==> src/rtl/instr_sequencer.sv <==
// Instruction sequencer: fetches 20-bit instruction words, decodes legal,
// illegal and halt opcodes, issues legal ones to the ALU controller and
// waits for completion, with a bounded wait that raises a sticky timeout.
module instr_sequencer #(
    parameter int ADDR_W  = 8,
    parameter int TIMEOUT = 4
) (
    input  logic              clk,
    input  logic              reset,
    input  logic              start,
    output logic [ADDR_W-1:0] imem_addr,
    input  logic [19:0]       imem_data,
    output logic [3:0]        opcode,
    output logic [7:0]        operand_a,
    output logic [7:0]        operand_b,
    output logic              op,
    input  logic              acc_load,
    output logic              busy,
    output logic              halted,
    output logic              illegal,
    output logic              timeout
);

    typedef enum logic [2:0] {
        S_IDLE,
        S_FETCH,
        S_LATCH,
        S_ISSUE,
        S_WAIT,
        S_HALT
    } state_t;

    state_t            state_q, state_d;
    logic [ADDR_W-1:0] pc_q, pc_d;
    logic [19:0]       ir_q, ir_d;
    logic [3:0]        wcnt_q, wcnt_d;
    logic              illegal_q, illegal_d;
    logic              timeout_q, timeout_d;

    // State and datapath registers; reset wins over every other input.
    always_ff @(posedge clk) begin
        if (reset) begin
            state_q   <= S_IDLE;
            pc_q      <= '0;
            ir_q      <= '0;
            wcnt_q    <= '0;
            illegal_q <= 1'b0;
            timeout_q <= 1'b0;
        end else begin
            state_q   <= state_d;
            pc_q      <= pc_d;
            ir_q      <= ir_d;
            wcnt_q    <= wcnt_d;
            illegal_q <= illegal_d;
            timeout_q <= timeout_d;
        end
    end

    // Next-state and datapath updates; everything holds unless a state acts.
    always_comb begin
        state_d   = state_q;
        pc_d      = pc_q;
        ir_d      = ir_q;
        wcnt_d    = wcnt_q;
        illegal_d = illegal_q;
        timeout_d = timeout_q;
        case (state_q)
            S_IDLE, S_HALT: begin
                if (start) begin
                    pc_d      = '0;
                    illegal_d = 1'b0;
                    timeout_d = 1'b0;
                    state_d   = S_FETCH;
                end
            end
            S_FETCH: state_d = S_LATCH;
            S_LATCH: begin
                ir_d = imem_data;
                if (imem_data[19:16] == 4'hF) begin
                    state_d = S_HALT;
                end else if (imem_data[19:16] >= 4'd9) begin
                    illegal_d = 1'b1;
                    pc_d      = pc_q + ADDR_W'(1);
                    state_d   = S_FETCH;
                end else begin
                    state_d = S_ISSUE;
                end
            end
            S_ISSUE: begin
                wcnt_d  = '0;
                state_d = S_WAIT;
            end
            S_WAIT: begin
                // Completion in the last permitted cycle still counts as success.
                if (acc_load) begin
                    pc_d    = pc_q + ADDR_W'(1);
                    state_d = S_FETCH;
                end else begin
                    wcnt_d = wcnt_q + 4'd1;
                    if (wcnt_q == 4'(TIMEOUT - 1)) begin
                        timeout_d = 1'b1;
                        state_d   = S_HALT;
                    end
                end
            end
            default: state_d = S_IDLE;
        endcase
    end

    assign imem_addr = pc_q;
    assign opcode    = ir_q[19:16];
    assign operand_b = ir_q[15:8];
    assign operand_a = ir_q[7:0];
    assign op        = (state_q == S_ISSUE);
    assign busy      = (state_q == S_FETCH) || (state_q == S_LATCH) ||
                       (state_q == S_ISSUE) || (state_q == S_WAIT);
    assign halted    = (state_q == S_HALT);
    assign illegal   = illegal_q;
    assign timeout   = timeout_q;

endmodule
==> config.mk <==
export PLATFORM = sky130hd
export DESIGN_NAME = instr_sequencer
export DESIGN_NICKNAME = d
export VERILOG_FILES = /design/src/rtl/instr_sequencer.sv
export SDC_FILE = /design/constraint.sdc
export NUM_CORES = 1
export LEC_CHECK = 0
export ABC_AREA = 1
export ABC_CLOCK_PERIOD_IN_PS = 3500
export CELL_PAD_IN_SITES_DETAIL_PLACEMENT = 1
export CELL_PAD_IN_SITES_GLOBAL_PLACEMENT = 2
export CORE_MARGIN = 4
export CORE_UTILIZATION = 26
export DETAILED_ROUTE_END_ITERATION = 8
export PLACE_DENSITY_LB_ADDON = 0.05
export RECOVER_POWER = 100
export SLEW_MARGIN = 20
export SYNTH_ARGS = -nofsm -noshare
export SYNTH_HDL_FRONTEND = slang
export SYNTH_SLANG_ARGS = --single-unit
==> constraint.sdc <==
create_clock -name clk -period 3.5 [get_ports clk]
set_clock_uncertainty 0.05 [all_clocks]
set_input_delay 0.525 -clock clk [delete_from_list [all_inputs] [get_ports clk]]
set_output_delay 0.525 -clock clk [all_outputs]
set_load 0.1 [all_outputs]
==> impl_metrics.env, run 1 <==
export IMPL_crit_chain="nor2_1 -> nand2_1 -> nand4_1 -> clkbuf_2"
export IMPL_timing_critical_path_buf_inv=1
export IMPL_critPathRequiredTime_ps=2920
export IMPL_avgRoutedWirePerCell_um=13.02
export IMPL_cts_root_buf="clkbuf_8"
export IMPL_dr_pass1_iters=3
export IMPL_overflow=0
export IMPL_grt_first_pass_wirelength_um=8542
export IMPL_die_area_um2=8146
export IMPL_drt_wl_total_um=5001
export IMPL_vias=1758
export IMPL_cts_resized=0
export IMPL_fin_nets=332
export IMPL_diodes=0
export IMPL_initial_core_util=0.2724
export IMPL_drive_gt1_frac=0.08143
export IMPL_max_slew_margin=0.2267
export IMPL_hold_path_class="register to register"
export IMPL_final_area_um2=2474
export IMPL_ant_nets=0
export IMPL_fill_cells=830
export IMPL_ir_drop_mv=0.2211
export IMPL_drt_iter0_markers=35
export IMPL_yosysUniqueCellTypes=27
export IMPL_numCtsBuffers=5
export IMPL_final_setup_viol_count=0
export IMPL_p_leak_uw=0.001079
export IMPL_drc=0
export IMPL_cp_max_fo=23
export IMPL_worstMarginPinSlew_ps=1165
export IMPL_powerDensity_nw_per_um2=549.9
export IMPL_outcome="completed"
export IMPL_fp_dieH_um=90.26
export IMPL_syn_inst=251
export IMPL_cts_sinks=37
export IMPL_post_dp_cell_area_um2=2369
export IMPL_fin_crit_sh=0.7559
export IMPL_period_minus_slack_ps=2646
export IMPL_max_freq_mhz=378.0
export IMPL_cp_slowest_cell="clkbuf_2"
export IMPL_yosys_warnings=0
export IMPL_htree_num_levels=2
export IMPL_slew_violations=0
export IMPL_max_stage_delay_ps=490
export IMPL_worstSetupPathType="register to output port"
export IMPL_die_width_um=90.26
export IMPL_place_gp_congestion=0.7806
export IMPL_post_cts_buffers=0
export IMPL_synth_nets=277
export IMPL_clk_pin_slew_ps=70
export IMPL_coreArea_um2=6459
export IMPL_crit_family="simple AND/OR/NAND/NOR gates"
export IMPL_clk_latency_ps=290
export IMPL_cp_end_kind="output port"
export IMPL_rows=29
export IMPL_rsz0062_at_grt="false"
export IMPL_syn_to_final_growth_pct=40.61
export IMPL_max_cap_violations=0
export IMPL_cts_tree="done"
export IMPL_hold_buffers=0
export IMPL_grtUsageTotal=0.1287
export IMPL_arrival_ps=2070
export IMPL_portBuffers=56
export IMPL_ys_ff_latch=37
export IMPL_antenna_found_initial=0
export IMPL_vias_per_cell=4.578
export IMPL_io_pins=57
export IMPL_critPathLaunchType="register"
export IMPL_clockBufferDepth=2
export IMPL_netlist_area_um2=1759
export IMPL_synth_seq_area_share=0.4211
export IMPL_finalSetupTns_ps=0
export IMPL_dp_hpwl_um=3759
export IMPL_syn_area_per_cell_um2=7.009
export IMPL_grt_pass1_vias=1782
export IMPL_finalHoldViolations=0
export IMPL_grt_max_degree=25
[flip-flops by register name, indices dropped and copies added, names as in the netlist]
register,count
ir_q,20
state_q,3
imem_addr,8
illegal,1
wcnt_q,4
timeout,1
[synthesized netlist by cell type, drive strengths merged]
library cell / n / area, um^2
a21oi: 19 / 102.6
a31oi: 1 / 6.260
and3: 1 / 6.260
buf: 3 / 21.27
clkbuf: 5 / 18.77
dfxtp: 37 / 740.7
ha: 2 / 25.02
inv: 25 / 96.35
nand2: 55 / 241.5
nand3: 14 / 70.07
nand3b: 3 / 22.52
nand4: 1 / 6.260
nor2: 55 / 240.2
nor3: 5 / 25.02
o211a: 1 / 10.01
o21ai: 22 / 110.1
o21bai: 1 / 7.510
xor2: 1 / 8.760
[path summary, 6_finish.rpt]
check | start | end | slack (ps) | cells past startpoint
worst max register to register | state_q[2] | imem_addr[4] | 930 | 9
worst min register to register | illegal | illegal | 410 | 2
worst max-delay path | state_q[2] | busy | 850 | 4
worst min-delay path | illegal | illegal | 410 | 2
[power breakdown]
part	internal, uW	switching (uW)	leakage [uW]
registers	452	19.0	0.000301
clock network	283	161	0.0000681
logic	104	342	0.000710
total	838	522	0.00108
[worst reg2reg max path: stages, from the launching register on]
cell and delay [ps]:
dfxtp_1 470, nor2_1 100, nand2_1 560, inv_1 570, nand2_2 200, nand2_1 130, inv_4 130, nand2_4 90
nand2_1 70, a21oi_1 60
[layer usage]
| layer | vias up | share of wire | global-route usage |
|---|---|---|---|
| met4 | 0 | 0.013 | 0.04082 |
| met2 | 33 | 0.48 | 0.2203 |
| met3 | 6 | 0.044 | 0.03417 |
| li1 | 914 | - | - |
| met1 | 805 | 0.47 | 0.1570 |
| met5 | - | 0 | 0 |
[cell families (layout without fill, tap and decap cells)]
kind of cell,count (synthesis),in the layout,synth area share
flops,37,37,0.4211
fa+ha+maj,2,2,0.01422
simple gates,134,134,0.3478
xor+xnor,1,1,0.004980
buf+inv,33,89,0.07753
compound gates,44,44,0.1344
[final cells by class]
cell class                 count  area [um^2]  share of cell area
clock buffer                   5        68.82             0.02782
clock inverter                 3        65.06             0.02630
inverter                      25        96.34             0.03895
multi-input combinational    181        863.3              0.3490
sequential                    37        740.7              0.2994
tap                           77        96.34             0.03895
timing repair buffer          56        543.0              0.2195
[stage by stage]
stage / setup slack (ps) / utilization / hold WS [ps] / std cells / total power, uW
after floorplan: 1203 / - / 410.2 / 251 / 829.4
after global placement: 1017 / 0.3667 / 403.9 / 376 / 947.7
after detailed placement: 976.3 / 0.3667 / 407.2 / 376 / 949.0
after CTS: 1019 / 0.3874 / 418.3 / 384 / 1404
after global routing: 522.9 / 0.3830 / 441.4 / 384 / 1432
final: 854.4 / 0.3830 / 407.2 / 384 / 1360
[cells in the final DEF, fill, tap and decap left out, drive strengths merged]
cell type | Yosys | layout
a21oi | 19 | 19
a31oi | 1 | 1
and3 | 1 | 1
bufinv | 0 | 2
clkbuf | 5 | 8
clkdlybuf4s50 | 0 | 22
clkinv | 0 | 1
dfxtp | 37 | 37
dlygate4sd3 | 0 | 31
ha | 2 | 2
inv | 25 | 25
nand2 | 55 | 55
nand3 | 14 | 14
nand3b | 3 | 3
nand4 | 1 | 1
nor2 | 55 | 55
nor3 | 5 | 5
o211a | 1 | 1
o21ai | 22 | 22
o21bai | 1 | 1
xor2 | 1 | 1
No activity file was read; power rests on OpenSTA's default activity.
==> inputs of run 2 (changes only) <==
Settings changed: ABC_CLOCK_PERIOD_IN_PS 3500 to 2600, CORE_UTILIZATION 26 to 24.
Clock period 3.5 ns to 2.6 ns, I/O delays scaled along.
==> run 2 against run 1 <==
Sequential share of layout area rose by 2.5 points; sequential cell count unchanged; via count rose by 0.23%; sequential power grew 35%; register-to-register slack worse by 410 ps; combinational power increased by 32%; critical path type unchanged; critical endpoint unchanged; largest cell class unchanged.
==> impl_metrics.env, run 2 (same netlist as run 1, synthesis figures left out) <==
export IMPL_max_slew_margin=0.2059
export IMPL_cts_resized=0
export IMPL_ir_drop_mv=0.2269
export IMPL_worstReg2RegStart="state_q[2]"
export IMPL_critPathRequiredTime_ps=2160
export IMPL_critPathLaunchType="register"
export IMPL_cts_sinks=37
export IMPL_clk_latency_ps=290
export IMPL_grt_max_degree=25
export IMPL_drc=0
export IMPL_dr_pass1_iters=4
export IMPL_hold_buffers=0
export IMPL_regToRegSetupSlack_ps=520
export IMPL_fin_nets=333
export IMPL_post_cts_buffers=0
export IMPL_largest_reg_flops=20
export IMPL_io_pins=57
export IMPL_syn_to_final_growth_pct=29.94
export IMPL_final_cell_mix="nand2_1, nor2_1, dfxtp_1"
export IMPL_cp_end_kind="output port"
export IMPL_rsz0062_at_grt="false"
export IMPL_dpl_worst_slack_ps=588.3
export IMPL_drive_gt1_frac=0.08766
export IMPL_dp_hpwl_um=3922
export IMPL_clk_pin_slew_ps=80
export IMPL_fin_crit_sh=0.8126
export IMPL_worst_slack_ps=487.1
export IMPL_largest_register="ir_q"
export IMPL_cp_max_fo=23
export IMPL_rows=30
export IMPL_slew_violations=0
export IMPL_avgRoutedWirePerCell_um=12.78
export IMPL_finalSetupTns_ps=0
export IMPL_dp_cells=396
export IMPL_startpoint="state_q[2]"
export IMPL_rr_worst_depth=9
export IMPL_drt_wl_total_um=5162
export IMPL_vias_per_cell=4.361
export IMPL_regArea_um2=740.7
export IMPL_multi_input_area_um2=858.3
export IMPL_endpoint="busy"
export IMPL_grt_pass1_vias=1801
export IMPL_post_dp_cell_area_um2=2337
export IMPL_clockBufferDepth=2
export IMPL_drt_iter0_markers=46
export IMPL_die_width_um=93.62
export IMPL_final_area_um2=2286
export IMPL_diodes=0
export IMPL_worstHoldStart="illegal"
export IMPL_powerDensity_nw_per_um2=720.6
export IMPL_reg2reg_to="imem_addr[6]"
export IMPL_finalHoldViolations=0
export IMPL_outcome="completed"
export IMPL_initial_core_util=0.2533
export IMPL_die_area_um2=8764
export IMPL_cts_tree="done"
export IMPL_ant_nets=0
export IMPL_worstMarginPinSlew_ps=1196
export IMPL_arrival_ps=1670
export IMPL_antenna_found_initial=0
export IMPL_overflow=0
export IMPL_final_common_cell="nand2_1"
export IMPL_fp_dieH_um=93.62
export IMPL_fill_cells=896
export IMPL_portBuffers=56
export IMPL_grtUsageTotal=0.1283
export IMPL_grt_first_pass_wirelength_um=8838
export IMPL_place_gp_congestion=0.7737
export IMPL_final_cells=404
export IMPL_p_leak_uw=0.0009055
export IMPL_coreArea_um2=6944
export IMPL_htree_num_levels=2
export IMPL_numCtsBuffers=5
export IMPL_cts_root_buf="clkbuf_8"
export IMPL_worstSetupPathType="register to output port"
export IMPL_max_freq_mhz=473.3
export IMPL_max_cap_violations=0
export IMPL_vias=1762
export IMPL_final_setup_viol_count=0
export IMPL_hold_path_class="register to register"
export IMPL_period_minus_slack_ps=2113
run 2: area by class of cell:
type / instances / share of cell area
multi-input cells: 181 / 0.3755
flip-flops and latches: 37 / 0.3240
repair buffers: 57 / 0.1664
well taps: 96 / 0.05255
inverters: 25 / 0.04215
clock buffers: 5 / 0.03010
clock inverters: 3 / 0.009305
run 2: worst min-delay path by stage:
stage / end / depth (start not counted)
finish: illegal / 2
CTS: illegal / 2
global route: illegal / 2
global placement: illegal / 2
floorplan: ir_q[18] / 1
detailed placement: illegal / 2
run 2: worst max-delay path, stage by stage, from the launching register on:
cell     delay, ps
dfxtp_1        490
nor2_1         120
nand2_2        330
nand4_1        220
buf_12         220
run 2: metrics by stage:
| step | total power (uW) | hold WS (ps) | util |
|---|---|---|---|
| floorplan | 1117 | 409.1 | - |
| global placement | 1282 | 401.1 | 0.3366 |
| detailed placement | 1283 | 396.6 | 0.3366 |
| CTS | 1717 | 413.4 | 0.3496 |
| global route | 1742 | 444.7 | 0.3292 |
| finish | 1647 | 401.4 | 0.3292 |
run 2: metal layers:
| metal | track usage | up-vias | wire length [um] |
|---|---|---|---|
| met4 | 0.04332 | 0 | 79 |
| met3 | 0.03459 | 6 | 266 |
| met2 | 0.2102 | 35 | 2384 |
| li1 | - | 915 | - |
| met1 | 0.1624 | 806 | 2431 |
| met5 | 0 | - | 0 |
run 2: power by group:
group          total, uW  leakage, uW  internal [uW]  switching, uW
logic                588     0.000560            123            465
clock network        424    0.0000445            190            234
registers            636     0.000301            608           27.7
total               1650     0.000905            921            726
==> inputs of run 3 (changes only) <==
Settings changed: ABC_CLOCK_PERIOD_IN_PS 2600 to 2100.
Clock period 2.6 ns to 2.1 ns, I/O delays scaled along.
==> run 3 against run 2 <==
Via count decreased by 0.51%; worst hold slack about the same; utilization increased by 0.83 points; design area increased by 2.5%; sequential share of layout area decreased by 0.80 points; wire length decreased by 1.7%; largest power group unchanged.
==> impl_metrics.env, run 3 (same netlist as run 1, synthesis figures left out) <==
export IMPL_max_slew_margin=0.6312
export IMPL_hold_path_class="register to register"
export IMPL_crit_top_cell="inv_1"
export IMPL_clockBufferDepth=2
export IMPL_final_cells=407
export IMPL_clk_latency_ps=280
export IMPL_cts_sinks=37
export IMPL_drt_iter0_markers=35
export IMPL_worstSetupPathType="register to output port"
export IMPL_htree_num_levels=2
export IMPL_drive_gt1_frac=0.1833
export IMPL_worstMarginPinSlew_ps=555.5
export IMPL_syn_to_final_growth_pct=33.21
export IMPL_rr_worst_depth=9
export IMPL_outcome="completed"
export IMPL_hold_buffers=0
export IMPL_critPathRequiredTime_ps=1740
export IMPL_initial_core_util=0.2533
export IMPL_largest_register="ir_q"
export IMPL_numCtsBuffers=5
export IMPL_cts_resized=0
export IMPL_largest_reg_flops=20
export IMPL_vias=1753
export IMPL_dpl_worst_slack_ps=364.6
export IMPL_fp_dieH_um=93.62
export IMPL_grt_pass1_vias=1698
export IMPL_ant_nets=0
export IMPL_hold_path_depth=2
export IMPL_dp_hpwl_um=3806
export IMPL_reg2reg_to="imem_addr[7]"
export IMPL_max_stage_delay_ps=440
export IMPL_vias_per_cell=4.307
export IMPL_worst_slack_ps=208.6
export IMPL_powerDensity_nw_per_um2=861.7
export IMPL_diodes=0
export IMPL_io_pins=57
export IMPL_fin_crit_sh=0.9007
export IMPL_rows=30
export IMPL_p_leak_uw=0.001025
export IMPL_post_cts_buffers=0
export IMPL_cts_root_buf="clkbuf_8"
export IMPL_dr_pass1_iters=4
export IMPL_cts_tree="done"
export IMPL_fin_nets=336
export IMPL_slew_violations=0
export IMPL_worstReg2RegStart="state_q[2]"
export IMPL_max_cap_violations=0
export IMPL_final_setup_viol_count=0
export IMPL_cp_max_fo=5
export IMPL_dp_cells=399
export IMPL_startpoint="state_q[0]"
export IMPL_drt_wl_total_um=5073
export IMPL_min_to="illegal"
export IMPL_ir_drop_mv=0.4156
export IMPL_grt_first_pass_wirelength_um=8473
export IMPL_drc=0
export IMPL_portBuffers=56
export IMPL_max_freq_mhz=528.7
export IMPL_arrival_ps=1530
export IMPL_final_common_cell="nand2_1"
export IMPL_cp_slowest_cell="dfxtp_1"
export IMPL_die_area_um2=8764
export IMPL_crit_chain="inv_1 -> nor2_1 -> nand2_1 -> inv_1 -> clkbuf_4"
export IMPL_final_cell_mix="nand2_1, nor2_1, dfxtp_1"
export IMPL_cp_end_kind="output port"
export IMPL_place_gp_congestion=0.7448
export IMPL_antenna_found_initial=0
export IMPL_overflow=0
export IMPL_worstHoldStart="illegal"
export IMPL_clk_pin_slew_ps=80
export IMPL_rsz0062_at_grt="false"
export IMPL_finalSetupTns_ps=0
export IMPL_grtUsageTotal=0.1222
export IMPL_period_minus_slack_ps=1891
export IMPL_die_width_um=93.62
export IMPL_finalHoldViolations=0
export IMPL_regToRegSetupSlack_ps=310
export IMPL_grt_max_degree=22
export IMPL_critPathLaunchType="register"
export IMPL_avgRoutedWirePerCell_um=12.46
export IMPL_coreArea_um2=6944
export IMPL_final_core_util=0.3375
==> run 3: final cells by class <==
type / count / area [um^2]
Clock buffer: 6 / 72.57
Clock inverter: 2 / 10.01
Fill cell: 869 / 4601
Sequential cell: 37 / 740.7
Timing Repair Buffer: 60 / 440.4
Inverter: 25 / 93.84
Multi-Input combinational cell: 181 / 865.8
Tap cell: 96 / 120.1
==> run 3: critical path: cells and delay by family (launching register included) <==
family        cells  cell delay [ps]
buf+inv           3              480
flops             1              440
simple gates      2              310
==> run 3: through the flow <==
step / hold WS [ps] / area, um^2 / total power, uW
2_1_floorplan: 334.1 / 1759 / 1382
3_3_place_gp: 395.3 / 2385 / 1598
3_5_place_dp: 395.5 / 2385 / 1600
4_1_cts: 412.0 / 2467 / 2101
5_1_grt: 434.5 / 2344 / 2134
6_report: 401.2 / 2344 / 2019
==> run 3: report_power, final <==
part           internal (uW)  switching (uW)
logic                    169             574
clock network            230             259
registers                753            34.3
==> run 3: routing by layer <==
layer	vias to the layer above	share of wire	track usage
met5	-	0	0
met4	0	0.010	0.03610
met3	5	0.048	0.03138
met2	32	0.46	0.1954
met1	799	0.48	0.1618
li1	917	-	-
==> run 3: how the worst max path moves through the flow <==
stage / end / slack, ps / depth (start not counted)
after floorplan: imem_addr[6] / 5 / 7
final: op / 210 / 5
after global placement: imem_addr[7] / 360 / 9
after CTS: busy / 230 / 5
after detailed placement: imem_addr[6] / 360 / 9
after global routing: op / 100 / 5
